$ cat src/rtl/reservoir_sequencer.sv
// rtl/reservoir_sequencer.sv - reservoir run sequencer: sample fetch, hold, neuron readout MAC, y_out emit
module reservoir_sequencer #(
    parameter int ADDR_W   = 13,
    parameter int DATA_W   = 16,
    parameter int W_W      = 8,
    parameter int N_NEURON = 20,
    parameter int SEL_W    = 5,
    parameter int ACC_W    = 32
) (
    input  logic              clk,
    input  logic              reset,
    input  logic              start,
    input  logic              src_sel,
    input  logic [ADDR_W-1:0] num_samples,
    input  logic [15:0]       t_eval,
    input  logic [DATA_W-1:0] ext_data,
    input  logic              ext_valid,
    output logic              rom_en,
    output logic [ADDR_W-1:0] rom_addr,
    input  logic [DATA_W-1:0] rom_dout,
    output logic [DATA_W-1:0] res_data,
    output logic              res_load,
    output logic [SEL_W-1:0]  neuron_sel,
    input  logic [DATA_W-1:0] neuron_y,
    input  logic [W_W-1:0]    weight,
    output logic [DATA_W-1:0] y_out,
    output logic              y_valid,
    output logic              busy,
    output logic              done
);

    localparam int PROD_W = DATA_W + W_W;
    localparam logic [SEL_W-1:0] SEL_LAST = SEL_W'(N_NEURON - 1);

    typedef enum logic [2:0] {
        S_IDLE,
        S_FETCH,
        S_WAIT_ROM,
        S_HOLD,
        S_READOUT,
        S_EMIT,
        S_DONE
    } state_t;

    state_t state, state_nxt;

    logic              src_rom;
    logic [ADDR_W-1:0] num_r;
    logic [ADDR_W-1:0] sample_cnt;
    logic [15:0]       t_eval_r;
    logic [15:0]       hold_cnt;
    logic [SEL_W-1:0]  sel_cnt;
    logic [ACC_W-1:0]  acc;

    logic [PROD_W-1:0] product;
    logic [ACC_W-1:0]  acc_sum;
    logic [DATA_W-1:0] y_next;
    logic [ADDR_W:0]   cnt_inc;
    logic              last_sample;
    logic              hold_done;
    logic              sel_last;

    // Unsigned full-width product of the selected neuron and its weight.
    assign product = {{W_W{1'b0}}, neuron_y} * {{DATA_W{1'b0}}, weight};
    assign acc_sum = acc + {{(ACC_W - PROD_W){1'b0}}, product};
    // Anything at or above 2^(DATA_W+W_W) no longer fits after the shift, so clamp.
    assign y_next  = (|acc_sum[ACC_W-1:PROD_W]) ? {DATA_W{1'b1}} : acc_sum[PROD_W-1:W_W];

    assign cnt_inc     = {1'b0, sample_cnt} + {{ADDR_W{1'b0}}, 1'b1};
    assign last_sample = (cnt_inc == {1'b0, num_r});
    // hold_cnt starts at 1 on HOLD entry, so t_eval of 0 and 1 both give a single cycle.
    assign hold_done   = (hold_cnt >= t_eval_r);
    assign sel_last    = (sel_cnt == SEL_LAST);
    assign neuron_sel  = sel_cnt;

    // State register.
    always_ff @(posedge clk) begin
        if (reset) begin
            state <= S_IDLE;
        end else begin
            state <= state_nxt;
        end
    end

    // Next-state decode and state-derived strobes.
    always_comb begin
        state_nxt = state;
        rom_en    = 1'b0;
        y_valid   = 1'b0;
        done      = 1'b0;
        busy      = (state != S_IDLE);
        case (state)
            S_IDLE: begin
                if (start) begin
                    state_nxt = (num_samples == '0) ? S_DONE : S_FETCH;
                end
            end
            S_FETCH: begin
                if (src_rom) begin
                    rom_en    = 1'b1;
                    state_nxt = S_WAIT_ROM;
                end else if (ext_valid) begin
                    state_nxt = S_HOLD;
                end
            end
            S_WAIT_ROM: state_nxt = S_HOLD;
            S_HOLD: begin
                if (hold_done) begin
                    state_nxt = S_READOUT;
                end
            end
            S_READOUT: begin
                if (sel_last) begin
                    state_nxt = S_EMIT;
                end
            end
            S_EMIT: begin
                y_valid   = 1'b1;
                state_nxt = last_sample ? S_DONE : S_FETCH;
            end
            S_DONE: begin
                done      = 1'b1;
                state_nxt = S_IDLE;
            end
            default: state_nxt = S_IDLE;
        endcase
    end

    // Run parameters, sample/address counters, sample register and readout accumulator.
    always_ff @(posedge clk) begin
        if (reset) begin
            src_rom    <= 1'b0;
            num_r      <= '0;
            t_eval_r   <= '0;
            sample_cnt <= '0;
            rom_addr   <= '0;
            res_data   <= '0;
            res_load   <= 1'b0;
            hold_cnt   <= '0;
            sel_cnt    <= '0;
            acc        <= '0;
            y_out      <= '0;
        end else begin
            res_load <= 1'b0;
            case (state)
                S_IDLE: begin
                    if (start) begin
                        src_rom    <= src_sel;
                        num_r      <= num_samples;
                        t_eval_r   <= t_eval;
                        rom_addr   <= '0;
                        sample_cnt <= '0;
                    end
                end
                S_FETCH: begin
                    if (!src_rom && ext_valid) begin
                        res_data <= ext_data;
                        res_load <= 1'b1;
                        hold_cnt <= 16'd1;
                    end
                end
                S_WAIT_ROM: begin
                    res_data <= rom_dout;
                    res_load <= 1'b1;
                    hold_cnt <= 16'd1;
                end
                S_HOLD: begin
                    hold_cnt <= hold_cnt + 16'd1;
                    if (hold_done) begin
                        acc     <= '0;
                        sel_cnt <= '0;
                    end
                end
                S_READOUT: begin
                    acc <= acc_sum;
                    if (sel_last) begin
                        sel_cnt <= '0;
                        y_out   <= y_next;
                    end else begin
                        sel_cnt <= sel_cnt + 1'b1;
                    end
                end
                S_EMIT: begin
                    sample_cnt <= sample_cnt + 1'b1;
                    rom_addr   <= rom_addr + 1'b1;
                end
                default: begin
                end
            endcase
        end
    end

endmodule

$ cat config.mk
export PLATFORM = sky130hd
export DESIGN_NAME = reservoir_sequencer
export DESIGN_NICKNAME = d
export VERILOG_FILES = /design/src/rtl/reservoir_sequencer.sv
export SDC_FILE = /design/constraint.sdc
export NUM_CORES = 1
export LEC_CHECK = 0
export CAP_MARGIN = 20
export CORE_MARGIN = 1.5
export CORE_UTILIZATION = 62
export CTS_CLUSTER_DIAMETER = 200
export DETAILED_ROUTE_END_ITERATION = 10
export GPL_TIMING_DRIVEN = 1
export MAX_ROUTING_LAYER = met4
export PLACE_DENSITY = 0.88
export RECOVER_POWER = 100
export SYNTH_ARGS = -nofsm -noshare
export SYNTH_HDL_FRONTEND = slang
export SYNTH_SLANG_ARGS = --single-unit
$ cat constraint.sdc
create_clock -name clk -period 8.5 [get_ports clk]
set_input_delay 0.85 -clock clk [delete_from_list [all_inputs] [get_ports clk]]
set_output_delay 0.85 -clock clk [all_outputs]
set_load 0.02 [all_outputs]
# Word level (Yosys, flattened, before mapping)
# Cells that the tools add are included.
[totals]
output_inout_bits = 55
inputBits = 90
wordCells = 77
ff_bits = 145
[classes]
n_eq_ne = 13
mux = 27
order_cmp = 1
n_addsub = 6
n_mul = 1
reduce_logical = 17
[op_table]
columns = ["cell", "n"]
rows = [
  ["$pmux W32 S2", 1],
  ["$pmux W13 S2", 2],
  ["$mux W16", 3],
  ["$pmux W16 S3", 1],
  ["$add A32 B24 Y32", 1],
  ["$mux W32", 1],
  ["$pmux W16 S2", 1],
  ["$add A13 B1 Y13 const B", 2],
  ["$mul A16 B8 Y24", 1],
  ["$mux W3", 7],
  ["$pmux W3 S6", 1],
  ["$add A16 B1 Y16 const B", 1],
  ["$ge A16 B16 Y1", 1],
  ["$add A13 B1 Y14 const B", 1],
  ["$eq A14 B13 Y1", 1],
  ["$logic_not A13 Y1", 1],
  ["$mux W13", 1],
  ["$reduce_and A2 Y1", 6],
  ["$mux W5", 2],
  ["$pmux W5 S2", 1],
  ["$eq A3 B3 Y1 const B", 3],
  ["$ne A2 B2 Y1 const B", 4],
  ["$reduce_or A8 Y1", 1],
  ["$eq A3 B2 Y1 const B", 2],
  ["12 further kinds", 19],
]

# Depth between registers and ports, before layout
[depth]
word_depth = 4
mapped_depth = 20
mapped_depth_nobuf = 18

# Worst setup path after synthesis
# Ideal clock, no wire load.
[synth_path]
path_kind = "input port to flip-flop"
from = "in weight[7]"
to = "reg y_out[4]"
t_required_ns = 8.364
path_stages = 19
t_arrival_ns = 5.675
slack_ns = 2.689
setup_ns = 0.136
path_buffers = 2
path_cell_list = "clkbuf_1 > nand2_1 > fa_1 > fa_1 > inv_1 > fa_1 > inv_1 > fa_1 > inv_1 > ha_1 > a21o_1 > a221oi_2 > o21bai_1 > o21a_1 > o311ai_0 > nand3_1 > nor4_4 > buf_6 > a211oi_1"
[synth_between]
elab_chain_len = 4
[synth_rtl]
columns = ["element", "line_no", "text"]
rows = [
  ["from (decl)", "25", "input logic [W_W-1:0] weight,"],
  ["$mul A16 B8 Y24 (*)", "64", "assign product = {{W_W{1'b0}}, neuron_y} * {{DATA_W{1'b0}}, weight};"],
  ["$add A32 B24 Y32 (*)", "65", "assign acc_sum = acc + {{(ACC_W - PROD_W){1'b0}}, product};"],
  ["$reduce_or A8 Y1", "67", "assign y_next = (|acc_sum[ACC_W-1:PROD_W]) ? {DATA_W{1'b1}} : acc_sum[PROD_W-1:W_W];"],
  ["$mux W16 (*)", "67", ""],
  ["to (signal assigned)", "178", "y_out <= y_next;"],
  ["to (decl)", "26", "output logic [DATA_W-1:0] y_out,"],
]
# Mark *: on every way between the ends. The rest lies on a longest branch, timed or not.
# A chain may end at the register's enable or synchronous reset.

# Final worst setup path
[layout_path]
from = "in weight[1]"
to = "reg y_out[2]"
# Same word-level chain as after synthesis.

==> flow_metrics.tcl <==
set metrics [dict create \
    r2r-start "acc[8]$_SDFFE_PP0P_" \
    syn_nets 1728 \
    final-max-slew-violation-count 38 \
    synth_enable_flop_cells 0 \
    crit_path_max_fanout 16 \
    synth-seq-cells 145 \
    slowest_stage "dlygate4sd3_1" \
    worstPathArrival_ns 7.55 \
    cts_max_level 4 \
    drtIter0Drc 631 \
    cts_root_buffer "clkbuf_16" \
    core_area_um2 18800 \
    grt_overflow_total 0 \
    outcome "finished with violations" \
    drc 0 \
    crit_chain "dlygate4sd3_1, nand2_1, fa_1, inv_1, fa_1, inv_1, fa_1, fa_1, inv_1, ha_1, and3_1, a221oi_1, o21bai_1, o21a_1, o311ai_0, nand3_1, nor4_4, a211oi_1" \
    areaGrowthSynthToFinish_pct 18.1 \
    grtUsageTotal_pct 30.8 \
    via_per_inst 5.81 \
    cts_resized 0 \
    cp_data_required_time_ns 8.77 \
    ys_types 66 \
    hold_class "reg -> reg" \
    vias 10534 \
    holdPathStages 2 \
    violations "max-capacitance violations, max-slew violations" \
    min_period_ns 7.29 \
    synth_top_cell_by_area "dfxtp_1" \
    relSlewSlack_pct -8.94 \
    finalHoldViolations 0 \
    maxCapViolations 1 \
    cts_buffers 17 \
    hold_end "t_eval_r[2]$_SDFFE_PP0P_" \
    timing.final.ws_setup_ns 1.21 \
    ctsHoldBuffers 0 \
    grt_pass1_wl_mm 48.8 \
    multi_input_area_um2 8000 \
    antenna_left 0 \
    ys_async_sr_fraction_pct 0 \
    port_buffers 144 \
    gp_congestion 0.946 \
    die-area_um2 20000 \
    drtPass1Iterations 5 \
    r2r-end "y_out[2]$_SDFFE_PP0P_" \
    crit_type "in -> reg" \
    drt_wl_total_mm 28.4 \
    seqCellArea_um2 2900 \
    grt_pass1_vias 10485 \
    fmax_mhz 137 \
    avgSynthCellArea_um2 8.11 \
    rows 50 \
    tightest_slew_ns 1.63 \
    antenna_found_initial 0 \
    initial_core_util_pct 63.2 \
    synthFlopType "dfxtp_1" \
    cp-end-kind "register" \
    cts_setup_buffers 0 \
    grt_max_degree 109 \
    synth_area_um2 11900 \
    max_stage_delay_ns 0.94 \
    final_nets 1832 \
    die_x_um 141 \
    die_h_um 141 \
    synth_warnings 0 \
    setup_viol 0 \
    min_from "t_eval_r[2]$_SDFFE_PP0P_" \
    layout_common_cells "inv_1, nand2_1, dfxtp_1, nor2_1, a21oi_1" \
    worst_clock_skew_ns 0.00858 \
    path_common_cell "fa_1" \
    routedWlPerCell_um 15.7 \
    place_ws_ns 1.16 \
    diodes 0 \
    io_pins 145 \
    final_common_cell "inv_1" \
    ys_seq_area_share_pct 24.5 \
    reg2reg_slack_ns 2.37 \
    cts_buffer_depth 2 \
    fillerInstances 1392 \
    drive_gt1_share_pct 3.74 \
    clkTransAtPathRegs_ns 0.06 \
    peakVddDrop_mv 0.167 \
    cts_tree "done" \
    hpwl_mm 21.3 \
    rsz0062_at_grt "no" \
    clock_latency_ns 0.43 \
    leakage_nw 6.13 \
    period_share_pct 85.8 \
    cp-start-kind "input pin" \
    cts.sinks 145 \
    power_density_nw_per_um2 222 \
    reg2reg_depth 17 \
    yosysTopAreaCellShare_pct 24.5 \
    setup_tns_ns 0 \
    syn_inst 1463 \
    synth_area_leaders "dfxtp_1, fa_1, ha_1, inv_1, nand2_1" \
]
state kept, by name (all words and copies together), names as in the netlist:
register    count
res_data       16
neuron_sel      5
acc            32
hold_cnt       16
res_load        1
src_rom         1
sample_cnt     13
y_out          16
state           3
num_r          13
t_eval_r       16
rom_addr       13
worst max-delay path: cells and delay by family:
family                     cells  cell delay [ns]
adders and majority gates      5             2.42
AOI/OAI and AO/OA              5             1.82
and+or+nand+nor                4             1.37
buffers and inverters          4             1.10
metrics by stage:
stage                     total power [mW]  instances  hold slack, ns  area (um2)  utilization, %
after floorplan                       1.94       1463           0.436       11900               -
after global placement                2.30       1780           0.445       13400            71.4
after detailed placement              2.34       1780           0.448       13400            71.4
after CTS                             3.11       1811           0.456       14000            74.5
after global routing                  3.33       1813           0.483       14000            74.7
final                                 3.11       1813           0.453       14000            74.7
logic make-up after synthesis:
logic type | count (synthesis) | share of synthesized area (%)
fa+ha+maj | 175 | 25.2
mux | 18 | 1.56
compound gates | 283 | 15.0
simple gates | 540 | 22.1
flops | 145 | 24.5
buf+inv | 252 | 8.06
xor+xnor | 50 | 3.69
layout make-up:
cell class / instances / area share [%]
Tap cell: 234 / 2.09
Sequential cell: 145 / 20.7
Multi-Input combinational cell: 1066 / 57.1
Inverter: 183 / 4.90
Timing Repair Buffer: 154 / 11.0
Clock buffer: 17 / 3.03
Clock inverter: 14 / 1.19
metal layers:
| metal | track usage (%) | vias to the layer above | share of wire [%] |
|---|---|---|---|
| li1 | - | 5050 | - |
| met1 | 38.6 | 5040 | 43 |
| met2 | 51.3 | 375 | 49 |
| met3 | 4.59 | 69 | 5.6 |
| met4 | 10.5 | 0 | 2.5 |
| met5 | - | - | 0 |
report_power, final:
part / switching [mW] / leakage (nW) / total (mW) / internal (mW)
Combinational: 0.957 / 4.67 / 1.61 / 0.648
Clock: 0.296 / 0.281 / 0.755 / 0.458
Sequential: 0.0311 / 1.18 / 0.752 / 0.721
worst max-delay path by stage:
| stage | start | endpoint | slack (ns) | cells after the start |
|---|---|---|---|---|
| after floorplan | weight[7] | y_out[4]$_SDFFE_PP0P_ | 2.69 | 19 |
| after global placement | weight[7] | y_out[3]$_SDFFE_PP0P_ | 1.43 | 18 |
| after detailed placement | weight[1] | y_out[2]$_SDFFE_PP0P_ | 1.16 | 18 |
| after CTS | weight[1] | y_out[2]$_SDFFE_PP0P_ | 1.57 | 18 |
| after global routing | weight[1] | y_out[10]$_SDFFE_PP0P_ | 0.86 | 18 |
| final | weight[1] | y_out[2]$_SDFFE_PP0P_ | 1.21 | 18 |
cell usage after synthesis (38+ instances only):
master	number
a21oi_1	111
o21ai_0	39
and2_1	93
inv_1	183
ha_1	69
dfxtp_1	145
fa_1	106
nand2_1	168
a211oi_1	38
nand3_1	44
nor2_1	130
clkbuf_1	62
(Power assumes the default switching activity.)
